### src/rtl/mem_arbiter.sv
// Two-requester arbiter/sequencer for a single-port data memory.
// Grants one port at a time, drives the memory pins for WAIT_CYC+1 access
// cycles, captures read data and returns a one-cycle ack to the owner.
module mem_arbiter #(
  parameter int unsigned ADDR_LINE = 8,
  parameter int unsigned D_SIZE    = 32,
  parameter int unsigned WAIT_CYC  = 1
) (
  input  logic                 clk,
  input  logic                 reset,
  input  logic                 req0,
  input  logic                 rw0,
  input  logic [ADDR_LINE-1:0] addr0,
  input  logic [D_SIZE-1:0]    wdata0,
  output logic                 ack0,
  output logic [D_SIZE-1:0]    rdata0,
  input  logic                 req1,
  input  logic                 rw1,
  input  logic [ADDR_LINE-1:0] addr1,
  input  logic [D_SIZE-1:0]    wdata1,
  output logic                 ack1,
  output logic [D_SIZE-1:0]    rdata1,
  output logic                 mem_update,
  output logic                 mem_rw,
  output logic [ADDR_LINE-1:0] mem_addr,
  output logic [D_SIZE-1:0]    mem_wdata,
  input  logic [D_SIZE-1:0]    mem_rdata,
  output logic                 busy,
  output logic                 grant_id
);

  localparam int unsigned CNT_W = 4;

  typedef enum logic [1:0] {
    IDLE   = 2'd0,
    ACCESS = 2'd1,
    DONE   = 2'd2
  } state_t;

  state_t state, state_next;

  logic [CNT_W-1:0]     cnt, cnt_next;
  logic                 last_grant, last_next;
  logic                 owner, owner_next;
  logic                 op_rw, op_rw_next;
  logic [ADDR_LINE-1:0] op_addr, op_addr_next;
  logic [D_SIZE-1:0]    op_wdata, op_wdata_next;

  logic                 grant_id_next;
  logic                 ack0_next, ack1_next;
  logic [D_SIZE-1:0]    rdata0_next, rdata1_next;
  logic                 mem_update_next, mem_rw_next;
  logic [ADDR_LINE-1:0] mem_addr_next;
  logic [D_SIZE-1:0]    mem_wdata_next;
  logic                 busy_next;

  logic                 grant_valid;
  logic                 grant_sel;
  logic                 sel_rw;
  logic [ADDR_LINE-1:0] sel_addr;
  logic [D_SIZE-1:0]    sel_wdata;

  // Round-robin pick: on a tie the port that did not win last time goes first.
  assign grant_valid = req0 | req1;
  assign grant_sel   = (req0 & req1) ? ~last_grant : req1;
  assign sel_rw      = grant_sel ? rw1    : rw0;
  assign sel_addr    = grant_sel ? addr1  : addr0;
  assign sel_wdata   = grant_sel ? wdata1 : wdata0;

  // State register.
  always_ff @(posedge clk or negedge reset) begin
    if (!reset) state <= IDLE;
    else        state <= state_next;
  end

  // Next-state logic.
  always_comb begin
    state_next = state;
    case (state)
      IDLE:    if (grant_valid) state_next = ACCESS;
      ACCESS:  if (cnt == '0)   state_next = DONE;
      DONE:    state_next = IDLE;
      default: state_next = IDLE;
    endcase
  end

  // Next values of the datapath and of every registered output.
  always_comb begin
    cnt_next        = cnt;
    last_next       = last_grant;
    owner_next      = owner;
    op_rw_next      = op_rw;
    op_addr_next    = op_addr;
    op_wdata_next   = op_wdata;
    grant_id_next   = grant_id;
    rdata0_next     = rdata0;
    rdata1_next     = rdata1;
    ack0_next       = 1'b0;
    ack1_next       = 1'b0;
    mem_update_next = 1'b0;
    mem_rw_next     = 1'b0;
    mem_addr_next   = '0;
    mem_wdata_next  = '0;
    busy_next       = 1'b0;
    case (state)
      IDLE: begin
        if (grant_valid) begin
          owner_next      = grant_sel;
          op_rw_next      = sel_rw;
          op_addr_next    = sel_addr;
          op_wdata_next   = sel_wdata;
          grant_id_next   = grant_sel;
          cnt_next        = CNT_W'(WAIT_CYC);
          busy_next       = 1'b1;
          mem_rw_next     = sel_rw;
          mem_addr_next   = sel_addr;
          mem_wdata_next  = sel_wdata;
          mem_update_next = (CNT_W'(WAIT_CYC) == '0) & sel_rw;
        end
      end
      ACCESS: begin
        busy_next = 1'b1;
        if (cnt != '0) begin
          cnt_next        = cnt - CNT_W'(1);
          mem_rw_next     = op_rw;
          mem_addr_next   = op_addr;
          mem_wdata_next  = op_wdata;
          mem_update_next = (cnt == CNT_W'(1)) & op_rw;
        end else begin
          if (!op_rw) begin
            if (owner) rdata1_next = mem_rdata;
            else       rdata0_next = mem_rdata;
          end
          ack0_next = ~owner;
          ack1_next = owner;
        end
      end
      DONE: begin
        last_next = owner;
      end
      default: ;
    endcase
  end

  // Datapath and output registers.
  always_ff @(posedge clk or negedge reset) begin
    if (!reset) begin
      cnt        <= '0;
      last_grant <= 1'b1;
      owner      <= 1'b0;
      op_rw      <= 1'b0;
      op_addr    <= '0;
      op_wdata   <= '0;
      grant_id   <= 1'b0;
      ack0       <= 1'b0;
      ack1       <= 1'b0;
      rdata0     <= '0;
      rdata1     <= '0;
      mem_update <= 1'b0;
      mem_rw     <= 1'b0;
      mem_addr   <= '0;
      mem_wdata  <= '0;
      busy       <= 1'b0;
    end else begin
      cnt        <= cnt_next;
      last_grant <= last_next;
      owner      <= owner_next;
      op_rw      <= op_rw_next;
      op_addr    <= op_addr_next;
      op_wdata   <= op_wdata_next;
      grant_id   <= grant_id_next;
      ack0       <= ack0_next;
      ack1       <= ack1_next;
      rdata0     <= rdata0_next;
      rdata1     <= rdata1_next;
      mem_update <= mem_update_next;
      mem_rw     <= mem_rw_next;
      mem_addr   <= mem_addr_next;
      mem_wdata  <= mem_wdata_next;
      busy       <= busy_next;
    end
  end

endmodule

### config.mk
export PLATFORM = sky130hd
export DESIGN_NAME = mem_arbiter
export DESIGN_NICKNAME = d
export VERILOG_FILES = /design/src/rtl/mem_arbiter.sv
export SDC_FILE = /design/constraint.sdc
export NUM_CORES = 1
export LEC_CHECK = 0
export CORE_MARGIN = 4
export CORE_UTILIZATION = 25
export CTS_BUF_LIST = sky130_fd_sc_hd__clkbuf_16
export CTS_CLUSTER_SIZE = 10
export DETAILED_ROUTE_END_ITERATION = 6
export PLACE_DENSITY = 0.58
export SYNTH_ARGS = -nofsm -noshare
export SYNTH_HDL_FRONTEND = slang
export SYNTH_SLANG_ARGS = --single-unit
### constraint.sdc
create_clock -name clk -period 2.95 [get_ports clk]
set_clock_uncertainty 0.15 [all_clocks]
set_input_delay 0.4425 -clock clk [delete_from_list [all_inputs] [get_ports clk]]
set_output_delay 0.4425 -clock clk [all_outputs]
set_load 0.05 [all_outputs]
==> metrics.yaml <==
cp_cell_sequence: "inv_1 > ha_1 > or3b_1 > nor4_4 > buf_12 > mux2_2"
diodes: 0
cts_tree: "done"
slowest_delay_ns: 0.51
start_util_pct: 25.3
ant_nets: 0
drive_gt1_share_pct: 16.7
stdcell_count: 1030
fin_util_pct: 38.4
num_vias: 4612
synthCells: 463
critPathLaunchType: "flip-flop"
slew-limit-headroom_pct: 60.6
row_count: 58
cts-root-buf: "clkbuf_16"
cpMaxStageDelayCell: "or3b_1"
mostFrequentLayoutCell: "clkdlybuf4s50_1"
setup_violations: 0
reg2reg_slack_ns: 0.54
timing.fmax_ghz: 0.415
drc: 0
cp-end-kind: "flip-flop"
ir_drop_mv: 0.615
dieWidth_um: 167
drv_cap: 0
fin_area_sq_um: 9610
wl_per_cell_um: 17.1
hp-class: "reg -> reg"
core_area_sq_um: 25000
grt_pass1_wl_um: 27700
status: "finished clean"
area_growth_pct: 51.6
drt_iter0_drc: 213
synth_warnings: 0
dr.pass1.iters: 4
cts_num_sinks: 158
dpl_worst_slack_ns: 0.515
io_pins: 228
io_buffers: 227
dp_cells: 997
setup_tns_ns: 0
fin_crit_ns: 2.41
synthDistinctLibCells: 29
htreeDepth: 4
rsz0062_at_grt: "no"
antenna_found_initial: 0
grt-ovfl-total: 0
place_area_sq_um: 9020
mostFrequentLayoutCells: "clkdlybuf4s50_1, dfrtp_1, o21ai_0, mux2_2, o2bb2ai_1"
wl_um: 17600
grt_pass1_vias: 4708
ys_seq_elements: 158
r2r_cells: 6
p_leak_nw: 4.02
cts_made_buffers: 17
worst-setup-path-type: "reg -> reg"
clk_pin_slew_ns: 0.06
cts_max_path_buffers: 2
fin_ws_ns: 0.538
post_cts_resized: 0
grt_max_degree: 63
power.density_nw_per_um2: 1260
dpl.hpwl_um: 12200
cp.required_ns: 3.09
dieHeight_um: 167
synth_seq_area_share_pct: 62.4
slew_violations: 0
fin_crit_sh_pct: 81.7
post_drt_via_cell_ratio: 4.48
worst_slew_pin_slew_ns: 0.589
syn_nets: 584
fp.dieArea_sq_um: 28000
gp_congestion: 0.755
track_usage_pct: 12.4
syn_avg_cell_area_sq_um: 13.7
finalHoldViolCount: 0
insertion_delay_ns: 0.41
path_max_fanout: 32
syn-cell-area_sq_um: 6340
cp_data_arrival_time_ns: 2.55
whs_path_depth: 1
nNetsFinal: 808
sequential cells by signal (all words and copies together) (netlist names):
register    count
mem_wdata      32
last_grant      1
mem_rw          1
op_addr         8
rdata0         32
owner           1
mem_update      1
rdata1         32
busy            1
state           2
mem_addr        8
cnt             4
op_wdata       32
ack0            1
ack1            1
op_rw           1
logic make-up after synthesis:
family                   Yosys count  share of synthesized area, %
AO/OA/AOI/OAI                    131                          13.1
adder cells (fa/ha/maj)            3                         0.592
buffers and inverters             40                          3.24
flip-flops                       158                          62.4
multiplexers                     106                          18.0
AND/OR/NAND/NOR                   25                          2.70
Yosys cell counts, drive strengths merged:
master | number | area share [%]
nor3b | 1 | 0.12
o21ai | 85 | 6.7
or2 | 2 | 0.20
clkbuf | 18 | 1.1
or3b | 1 | 0.14
nor3 | 5 | 0.39
or4b | 1 | 0.16
ha | 3 | 0.59
mux2 | 65 | 12
o31ai | 1 | 0.12
nand2b | 1 | 0.099
nand3 | 3 | 0.24
dfrtp | 157 | 62
o2bb2ai | 42 | 5.8
buf | 18 | 1.9
a21bo | 1 | 0.16
dfstp | 1 | 0.41
mux2i | 41 | 6.5
nand3b | 1 | 0.12
or4 | 1 | 0.12
nor4 | 3 | 0.77
a31o | 2 | 0.28
inv | 4 | 0.24
nand2 | 2 | 0.12
nor2 | 4 | 0.24
power by group:
part / internal [mW] / switching [mW] / leakage, nW
clock: 1.19 / 0.965 / 0.282
sequential: 3.19 / 0.488 / 1.96
combinational: 2.25 / 4.01 / 1.78
total: 6.63 / 5.46 / 4.02
timing repair:
item                                    in CTS  in global routing
buffers inserted                             0                  0
endpoints found under the hold margin       40                  0
hold buffers                                 1                  0
endpoints found under the setup margin       0                  0
final timing paths:
path | from | to
max in group asynchronous | reset | mem_wdata[18]$_DFF_PN0_
min in group asynchronous | reset | rdata0[12]$_DFFE_PN0P_
worst max register to register | cnt[0]$_DFFE_PN0P_ | rdata1[11]$_DFFE_PN0P_
worst min-delay path | op_addr[6]$_DFFE_PN0P_ | mem_addr[6]$_DFF_PN0_
worst max-delay path | cnt[0]$_DFFE_PN0P_ | rdata1[11]$_DFFE_PN0P_
worst min register to register | op_addr[6]$_DFFE_PN0P_ | mem_addr[6]$_DFF_PN0_
through the flow:
step | power (mW) | hold WS, ns
floorplan | 7.77 | -0.00309
global placement | 10.0 | 0.251
detailed placement | 10.1 | 0.245
CTS | 12.3 | 0.327
global route | 12.8 | 0.339
finish | 12.1 | 0.327
critical path: cells and delay by family (launching register included):
kind / cells / cell delay, ns
simple gates: 2 / 0.81
flops: 1 / 0.39
buf+inv: 2 / 0.38
mux: 1 / 0.36
fa+ha+maj: 1 / 0.19
cell type report:
class	count	area, sq um
Timing Repair Buffer	241	2460
Clock inverter	15	153
Fill cell	2431	15400
Tap cell	330	413
Inverter	4	15.0
Sequential cell	158	3960
Multi-Input combinational cell	265	2190
Clock buffer	17	425
layer usage:
metal / GRT usage, % / share of wire [%] / wire length, um / vias to the layer above
li1: - / - / - / 2143
met2: 18.5 / 44 / 7730 / 195
met5: 0 / 0 / 0 / -
met1: 17.3 / 47 / 8350 / 2266
met3: 4.56 / 8.0 / 1420 / 8
met4: 3.07 / 0.79 / 140 / 0
Note: power is estimated with default switching activity, not from simulation.
